**src/rtl/dcache_flush_unit_pkg.sv**
```systemverilog
// Shared geometry defaults and FSM encoding for the D$ flush walker.
package dcache_flush_unit_pkg;

    localparam int unsigned DCACHE_NUM_SETS     = 256;
    localparam int unsigned DCACHE_NUM_WAYS     = 8;
    localparam int unsigned DCACHE_TAG_WIDTH    = 44;
    localparam int unsigned DCACHE_OFFSET_WIDTH = 4;

    typedef enum logic [2:0] {
        IDLE  = 3'd0,
        READ  = 3'd1,
        RWAIT = 3'd2,
        WB    = 3'd3,
        INV   = 3'd4,
        DONE  = 3'd5
    } flush_fsm_e;

endpackage

```
**src/rtl/dcache_flush_unit_dirty_way_sel.sv**
```systemverilog
// Lowest-set-bit priority encoder over the pending (valid & dirty) way mask.
module dcache_flush_unit_dirty_way_sel
    import dcache_flush_unit_pkg::*;
#(
    parameter  int unsigned NUM_WAYS  = DCACHE_NUM_WAYS,
    localparam int unsigned WAY_WIDTH = (NUM_WAYS > 1) ? $clog2(NUM_WAYS) : 1
) (
    input  logic [NUM_WAYS-1:0]  pending_i,
    output logic [WAY_WIDTH-1:0] way_o,
    output logic                 empty_o
);

    // Scan from the top so the lowest set bit is the last one written.
    always_comb begin
        way_o   = '0;
        empty_o = ~|pending_i;
        for (int i = NUM_WAYS - 1; i >= 0; i--) begin
            if (pending_i[i]) begin
                way_o = WAY_WIDTH'(i);
            end
        end
    end

endmodule

```
**src/rtl/dcache_flush_unit.sv**
```systemverilog
// Write-back D$ flush walker: reads every set, writes back valid+dirty ways
// lowest-first, invalidates the set, and pulses flush_ack_o once at the end.
// Optional feature macro: DCACHE_FLUSH_STATS_EN adds wb_count_o, a saturating
// count of writebacks in the most recent flush.
//
//   state | meaning
//   IDLE  | waiting for flush_i (masked the cycle after an ack)
//   READ  | requesting a read of set idx
//   RWAIT | waiting for read data; latches pending = valid & dirty, tags
//   WB    | writing back the lowest pending way until wb_ack_i
//   INV   | requesting invalidate of set idx
//   DONE  | one-cycle flush_ack_o
module dcache_flush_unit
    import dcache_flush_unit_pkg::*;
#(
    parameter  int unsigned NUM_SETS     = DCACHE_NUM_SETS,
    parameter  int unsigned NUM_WAYS     = DCACHE_NUM_WAYS,
    parameter  int unsigned TAG_WIDTH    = DCACHE_TAG_WIDTH,
    parameter  int unsigned OFFSET_WIDTH = DCACHE_OFFSET_WIDTH,
    localparam int unsigned INDEX_WIDTH  = $clog2(NUM_SETS),
    localparam int unsigned PADDR_WIDTH  = TAG_WIDTH + INDEX_WIDTH + OFFSET_WIDTH,
    localparam int unsigned WAY_WIDTH    = (NUM_WAYS > 1) ? $clog2(NUM_WAYS) : 1
) (
    input  logic                          clk_i,
    input  logic                          rst_ni,
    input  logic                          flush_i,
    output logic                          flush_ack_o,
    output logic                          busy_o,
    output logic                          arr_req_o,
    input  logic                          arr_gnt_i,
    output logic                          arr_we_o,
    output logic [INDEX_WIDTH-1:0]        arr_idx_o,
    input  logic                          arr_rvalid_i,
    input  logic [NUM_WAYS-1:0]           arr_valid_i,
    input  logic [NUM_WAYS-1:0]           arr_dirty_i,
    input  logic [NUM_WAYS*TAG_WIDTH-1:0] arr_tag_i,
    output logic                          wb_req_o,
    output logic [WAY_WIDTH-1:0]          wb_way_o,
    output logic [PADDR_WIDTH-1:0]        wb_addr_o,
    input  logic                          wb_ack_i
`ifdef DCACHE_FLUSH_STATS_EN
    ,
    output logic [31:0]                   wb_count_o
`endif
);

    flush_fsm_e                         state_q, state_d;
    logic [INDEX_WIDTH-1:0]             idx_q, idx_d;
    logic [NUM_WAYS-1:0]                pending_q, pending_d;
    logic [NUM_WAYS-1:0][TAG_WIDTH-1:0] tags_q, tags_d;
    logic                               ack_q, ack_d;
    logic [WAY_WIDTH-1:0]               sel_way;
    logic                               sel_empty;

    dcache_flush_unit_dirty_way_sel #(
        .NUM_WAYS (NUM_WAYS)
    ) u_dirty_way_sel (
        .pending_i (pending_q),
        .way_o     (sel_way),
        .empty_o   (sel_empty)
    );

    // Next-state, walk bookkeeping and Moore outputs.
    always_comb begin
        state_d     = state_q;
        idx_d       = idx_q;
        pending_d   = pending_q;
        tags_d      = tags_q;
        arr_req_o   = 1'b0;
        arr_we_o    = 1'b0;
        wb_req_o    = 1'b0;
        flush_ack_o = 1'b0;
        unique case (state_q)
            IDLE: begin
                // ack_q hides the request the controller still holds right after our ack.
                if (flush_i && !ack_q) begin
                    state_d = READ;
                    idx_d   = '0;
                end
            end
            READ: begin
                arr_req_o = 1'b1;
                if (arr_gnt_i) begin
                    state_d = RWAIT;
                end
            end
            RWAIT: begin
                if (arr_rvalid_i) begin
                    pending_d = arr_valid_i & arr_dirty_i;
                    tags_d    = arr_tag_i;
                    state_d   = (|pending_d) ? WB : INV;
                end
            end
            WB: begin
                wb_req_o = !sel_empty;
                if (sel_empty) begin
                    state_d = INV;
                end else if (wb_ack_i) begin
                    pending_d[sel_way] = 1'b0;
                    if (pending_d == '0) begin
                        state_d = INV;
                    end
                end
            end
            INV: begin
                arr_req_o = 1'b1;
                arr_we_o  = 1'b1;
                if (arr_gnt_i) begin
                    if (idx_q == INDEX_WIDTH'(NUM_SETS - 1)) begin
                        state_d = DONE;
                    end else begin
                        idx_d   = idx_q + INDEX_WIDTH'(1);
                        state_d = READ;
                    end
                end
            end
            DONE: begin
                flush_ack_o = 1'b1;
                state_d     = IDLE;
            end
            default: state_d = IDLE;
        endcase
        ack_d = flush_ack_o;
    end

    assign busy_o    = (state_q != IDLE);
    assign arr_idx_o = idx_q;
    assign wb_way_o  = wb_req_o ? sel_way : '0;
    assign wb_addr_o = wb_req_o ? {tags_q[sel_way], idx_q, {OFFSET_WIDTH{1'b0}}} : '0;

    // State and walk registers; reset aborts any walk in progress without an ack.
    always_ff @(posedge clk_i or negedge rst_ni) begin
        if (!rst_ni) begin
            state_q   <= IDLE;
            idx_q     <= '0;
            pending_q <= '0;
            tags_q    <= '0;
            ack_q     <= 1'b0;
        end else begin
            state_q   <= state_d;
            idx_q     <= idx_d;
            pending_q <= pending_d;
            tags_q    <= tags_d;
            ack_q     <= ack_d;
        end
    end

`ifdef DCACHE_FLUSH_STATS_EN
    logic [31:0] wb_count_q, wb_count_d;

    // Cleared when a flush is accepted, counts writeback acks, saturates, holds after ack.
    always_comb begin
        wb_count_d = wb_count_q;
        if (state_q == IDLE && flush_i && !ack_q) begin
            wb_count_d = '0;
        end else if (state_q == WB && wb_ack_i && wb_count_q != 32'hFFFF_FFFF) begin
            wb_count_d = wb_count_q + 32'd1;
        end
    end

    // Writeback counter register.
    always_ff @(posedge clk_i or negedge rst_ni) begin
        if (!rst_ni) begin
            wb_count_q <= '0;
        end else begin
            wb_count_q <= wb_count_d;
        end
    end

    assign wb_count_o = wb_count_q;
`endif

    // Read data and writeback acks outside the state that consumes them are dropped; flag them.
    a_rvalid_in_rwait: assert property (@(posedge clk_i) disable iff (!rst_ni)
        arr_rvalid_i |-> (state_q == RWAIT));
    a_wback_in_wb: assert property (@(posedge clk_i) disable iff (!rst_ni)
        wb_ack_i |-> (state_q == WB));

endmodule

```
**config.mk**
```make
export PLATFORM = sky130hd
export DESIGN_NAME = dcache_flush_unit
export DESIGN_NICKNAME = d
export VERILOG_FILES = /design/src/rtl/dcache_flush_unit_pkg.sv /design/src/rtl/dcache_flush_unit_dirty_way_sel.sv /design/src/rtl/dcache_flush_unit.sv
export SDC_FILE = /design/constraint.sdc
export NUM_CORES = 1
export LEC_CHECK = 0
export CAP_MARGIN = 20
export CORE_ASPECT_RATIO = 0.9
export CORE_MARGIN = 4
export CORE_UTILIZATION = 30
export CTS_CLUSTER_SIZE = 25
export DETAILED_ROUTE_END_ITERATION = 12
export GPL_TIMING_DRIVEN = 0
export SLEW_MARGIN = 5
export SYNTH_ARGS = -nofsm -noshare
export SYNTH_HDL_FRONTEND = slang
export SYNTH_SLANG_ARGS = --single-unit
```
**constraint.sdc**
```tcl
create_clock -name clk_i -period 7.4 [get_ports clk_i]
set_input_delay 1.48 -clock clk_i [delete_from_list [all_inputs] [get_ports clk_i]]
set_output_delay 1.48 -clock clk_i [all_outputs]
set_load 0.05 [all_outputs]
```
* Word-level counts from Yosys, hierarchy flattened
Cells that the tools add are included.
** Cells by class
- Add/sub/neg operators :: 1
- Magnitude comparators :: 2
- Eq/ne operators :: 15
- Mux-type cells :: 36
- Bitwise gates (word level) :: 3
- Reductions and logical operators :: 15
** Operators by type and width (count)
- $bmux W44 S3 :: 1
- $mux W56 :: 1
- $mux W3 :: 18
- $mux W8 :: 6
- $mux W44 :: 1
- $pmux W8 S2 :: 2
- $and A8 B8 Y8 :: 2
- $reduce_or A8 Y1 :: 2
- $pmux W3 S5 :: 1
- $ne A2 B2 Y1 const B :: 7
- $add A8 B1 Y8 const B :: 1
- $eq A8 B8 Y1 const B :: 1
- $logic_not A8 Y1 :: 1
- $not A8 Y8 :: 1
- $reduce_and A4 Y1 :: 2
- $eq A3 B2 Y1 const B :: 2
- $eq A3 B3 Y1 const B :: 2
- $ne A3 B3 Y1 const B :: 2
- $reduce_and A6 Y1 :: 1
- $mux W1 :: 5
- $lt A3 B4 Y1 const B :: 1
- $reduce_bool A2 Y1 :: 2
- $demux W1 S3 :: 1
- $eq A3 B1 Y1 const B :: 1
- 7 further kinds :: 8
** Storage, ports and cells
- Register bits after elaboration :: 372
- Input bits :: 374
- Output and inout bits :: 72
- Word-level logic and storage cells :: 84

* Longest topological paths before layout
- Word-level depth :: 19
- Depth in mapped cells :: 9
- Mapped depth without buffers :: 7

* Hierarchy
A second synthesis with hierarchy kept.
** Unflattened totals
- Cell total of the unflattened synthesis :: 1933
- Area, all modules :: 16688.5 um2
** Modules (own cells, without submodules)
- dcache_flush_unit :: instances 1, cells an instance 1918, area an instance 16603.4 um2, seq. area each 9308.9 um2
- dcache_flush_unit_dirty_way_sel :: instances 1, cells an instance 15, area an instance 85.1 um2, seq. area each 0.0 um2

* Least setup slack after synthesis
Ideal clock, no wire load.
- Path type :: register -> output
- Start point :: register pending_q[1]
- End point :: output port wb_addr_o[52]
- Arrival :: 2.866 ns
- Required time :: 5.920 ns
- Path slack :: 3.054 ns
- Cell stages (with the launch flop) :: 7
- Buffers on the path :: 2
- Path through :: dfrtp_1 buf_2 or2_2 o21ai_1 clkbuf_1 nand2_1 a311oi_1
** On the way
- Longest elaborated chain between the ends :: 5
- Elaborated cells between the ends (all ways) :: 7
- Classes of those cells :: mux (6); reduce/logical (1)
** Ends and longest elaborated chain
- start, declared :: line dcache_flush_unit.sv:49 : logic [NUM_WAYS-1:0] pending_q, pending_d;
- start signal, assigned :: line dcache_flush_unit.sv:142 : pending_q <= pending_d;
- $mux W3 (2 in series) :: line dcache_flush_unit_dirty_way_sel.sv:18 : if (pending_i[i]) begin
- $bmux W44 S3 :: line dcache_flush_unit.sv:129 : assign wb_addr_o = wb_req_o ? {tags_q[sel_way], idx_q, {OFFSET_WIDTH{1'b0}}} : '0;
- $mux W44 (implied by the code) :: line dcache_flush_unit.sv:129
- $mux W56 (*) :: line dcache_flush_unit.sv:129
- end, declared :: line dcache_flush_unit.sv:39 : output logic [PADDR_WIDTH-1:0] wb_addr_o,
Every way passes the cells marked *; elsewhere a longest branch is shown, timed or not. The select of a mux whose other input is x is not followed.

* Worst setup path in the final report
- Start point :: register pending_q[5]
- End point :: output port wb_addr_o[28]
** On the way
- Longest elaborated chain between the ends :: 9
- Elaborated cells between the ends (all ways) :: 11
- Classes of those cells :: mux (10); reduce/logical (1)
** Ends and longest elaborated chain (line)
- $mux W3 (6 in series) :: dcache_flush_unit_dirty_way_sel.sv:18
- $bmux W44 S3 :: dcache_flush_unit.sv:129
- $mux W44 (implied by the code) :: dcache_flush_unit.sv:129
- $mux W56 (*) :: dcache_flush_unit.sv:129
Marks and branches as above.

==> run metrics <==
Worst Tran Pin Value a little over 1 ns; count of state elements after synthesis 372; number of buffers created by CTS 44; relative slew slack between 30% and 40%; start point of the critical path pending_q[5]; antenna violations before repair 15; number of buffers inserted for hold repair after clock tree synthesis 0; TritonCTS clock tree yes; Layout area overhead 40.8%; fill count ~5,200; Die Width 259 um; register area share after synthesis 54.8%; top cell type's share of synthesized area between 50 and 60%; # DRC 0; count of input and output buffers 441; most frequently used flop master after synthesis sky130_fd_sc_hd__dfrtp_1; Setup violations, final 0; power per unit of standard cell area 475 nW/um^2; total wire length 69.3 mm; cell with the most instances after synthesis sky130_fd_sc_hd__dfrtp_1; total global routing track utilization 22.2%; count of instances resized after the clock tree is built 0; area of the die slightly above 60,000 sq um; largest area contributor in the netlist sky130_fd_sc_hd__dfrtp_1; element type at the critical path start flip-flop; Reg2Reg Launch Point state_q[1]; max capacitance violation total 0; WP data arrival 4.52 ns; portion of the clock cycle consumed by the worst path in the final layout 81.1%; leading cell types by count after synthesis sky130_fd_sc_hd__dfrtp_1, sky130_fd_sc_hd__mux2_2, sky130_fd_sc_hd__nand2_1; async set or reset register ratio after synthesis 100%; top cells by area in the synthesized netlist sky130_fd_sc_hd__dfrtp_1, sky130_fd_sc_hd__mux2_2, sky130_fd_sc_hd__nand2_1, sky130_fd_sc_hd__o22ai_1, sky130_fd_sc_hd__nand3_1; global route total overflow 0; endpoint required time on the critical path 5.92 ns; detailed placement HPWL approximately 53 mm; GPL Wtd Cong between 0.9 and 1; maximum frequency from static timing analysis about 0.17 GHz; postcts setup bufs 0; Placeable Area about 56,000 sq um; number of placed I/O pins about 450; critical path class flip-flop to output pin; Max Buffers Root-to-Sink 3; CP Capture Type output pin; insertion delay of the later-clocked pin in the worst-skew pair between 0.5 and 0.6 ns; status complete, no violations; final count of hold timing violations 0; violation count after the first detailed-route iteration 833; vias per inst between 5 and 6; setup TNS 0 ns; routed wirelength normalized by instance count approximately 26 um; CTS H-tree depth 2; worst-path fanout max 10; worst setup slack before clock tree synthesis 2.01 ns; Static Leak between 9 and 10 nW; share of post-route cells with drive strength above 1 around a quarter; number of instances in the synthesized netlist around 1,400; number of global-route vias before repair around 14,000; Hold/Removal Path Class flip-flop to flip-flop; setup repair after global routing missed its margin no; antenna violation net count after detailed routing 0; Post-synth EDFFs 0; Initial Utilization about 30%; time the final worst path needs with I/O delays and setup between 5 and 6 ns; maximum clock skew at final layout 0.0115 ns; hold path startpoint tags_q[31]; Worst IR Drop VDD ~0.00024 V; count of pins over their slew limit 0; net count reported at finish roughly 2,300; Yosys warning total 0; Die Y-Extent 234 um; count of TritonRoute iterations in the first routing pass 5; fin worst setup slack roughly 1.4 ns; first-pass GRT wire length approximately 100 mm; syn_area_per_cell 12.1 sq um; sinks on the clock net 372; cell at the root of the clock tree sky130_fd_sc_hd__clkbuf_16; Netlist cell types 50; DR vias 13,700; largest net degree at the start of global routing about 100; Placement Rows 82; cell area after synthesis roughly 17,000 sq um; Clock transition at path regs around 0.06 ns
[critical path, cell delays in order, from the launching register on]
cell                              delay, ns
sky130_fd_sc_hd__dfrtp_1               0.36
sky130_fd_sc_hd__clkbuf_1              0.22
sky130_fd_sc_hd__o21a_1                0.27
sky130_fd_sc_hd__o21ai_2               0.69
sky130_fd_sc_hd__clkbuf_1              0.63
sky130_fd_sc_hd__nand2_1               0.12
sky130_fd_sc_hd__a32o_1                0.37
sky130_fd_sc_hd__nor3_1                0.39
sky130_fd_sc_hd__clkdlybuf4s50_1       0.90
[layout by cell type (no fill, tap or decap), types with 32 or more instances in the layout]
master,count
sky130_fd_sc_hd__o21ai_0,32
sky130_fd_sc_hd__dfrtp_1,372
sky130_fd_sc_hd__o22ai_1,59
sky130_fd_sc_hd__nand2_1,162
sky130_fd_sc_hd__clkbuf_16,45
sky130_fd_sc_hd__mux2_2,353
sky130_fd_sc_hd__nand3_1,55
sky130_fd_sc_hd__nor2_1,35
sky130_fd_sc_hd__clkbuf_1,82
sky130_fd_sc_hd__clkdlybuf4s50_1,440
[where the power goes]
part	internal, mW	total [mW]	switching, mW
Combinational	2.20	5.60	3.40
Sequential	3.06	3.62	0.560
Clock	1.27	2.15	0.877
Total	6.53	11.4	4.84
[registers in the layout, summed over array words and instances (netlist names)]
signal and cells:
ack_q 1, arr_idx_o 8, pending_q 8, state_q 3
tags_q 352
[per-stage QoR]
step	cells	power, mW	instance area [sq um]	utilization [%]	hold WS [ns]
floorplan	1404	6.92	17000	-	0.480
global placement	2601	9.16	22400	40.0	0.489
detailed placement	2605	9.28	22500	40.2	0.494
CTS	2680	11.5	23900	42.7	0.507
global route	2686	12.0	23900	42.8	0.513
finish	2692	11.4	23900	42.8	0.503
[path summary, 6_finish.rpt]
path / end / slack (ns) / cells after the start
setup / recovery: wb_addr_o[28] / 1.40 / 8
hold / removal: tags_q[31] / 0.50 / 1
setup reg to reg: tags_q[215] / 3.76 / 6
hold reg to reg: tags_q[31] / 0.50 / 1
max in group asynchronous: tags_q[101] / 5.02 / 3
min in group asynchronous: tags_q[341] / 0.99 / 1
[cell type report]
cell class              instances  area (sq um)  share of cell area (%)
clock buffers                  63          1280                    5.37
repair buffers                446          4530                    18.9
plain buffers                 110           479                    2.00
multi-input cells             914          7200                    30.1
well taps                     756           946                    3.95
diodes                         11          27.5                   0.115
clock inverters                12           123                   0.513
flip-flops and latches        372          9310                    38.9
inverters                       8          30.0                   0.126
[per-layer routing]
layer	vias to the layer above	share of wire (%)	global-route usage, %
li1	6120	-	-
met1	6951	43	29.1
met2	529	46	35.5
met3	117	7.7	5.98
met4	10	3.5	8.20
met5	-	0.098	0
[logic make-up after synthesis]
family	synth area share (%)
and+or+nand+nor	8.99
adders and majority gates	0.133
buffers and inverters	3.00
xor gates and xnor gates	0.309
AOI/OAI and AO/OA	8.32
DFF	54.8
other	0.0221
muxes	24.5
Note: power is estimated with default switching activity, not from simulation.
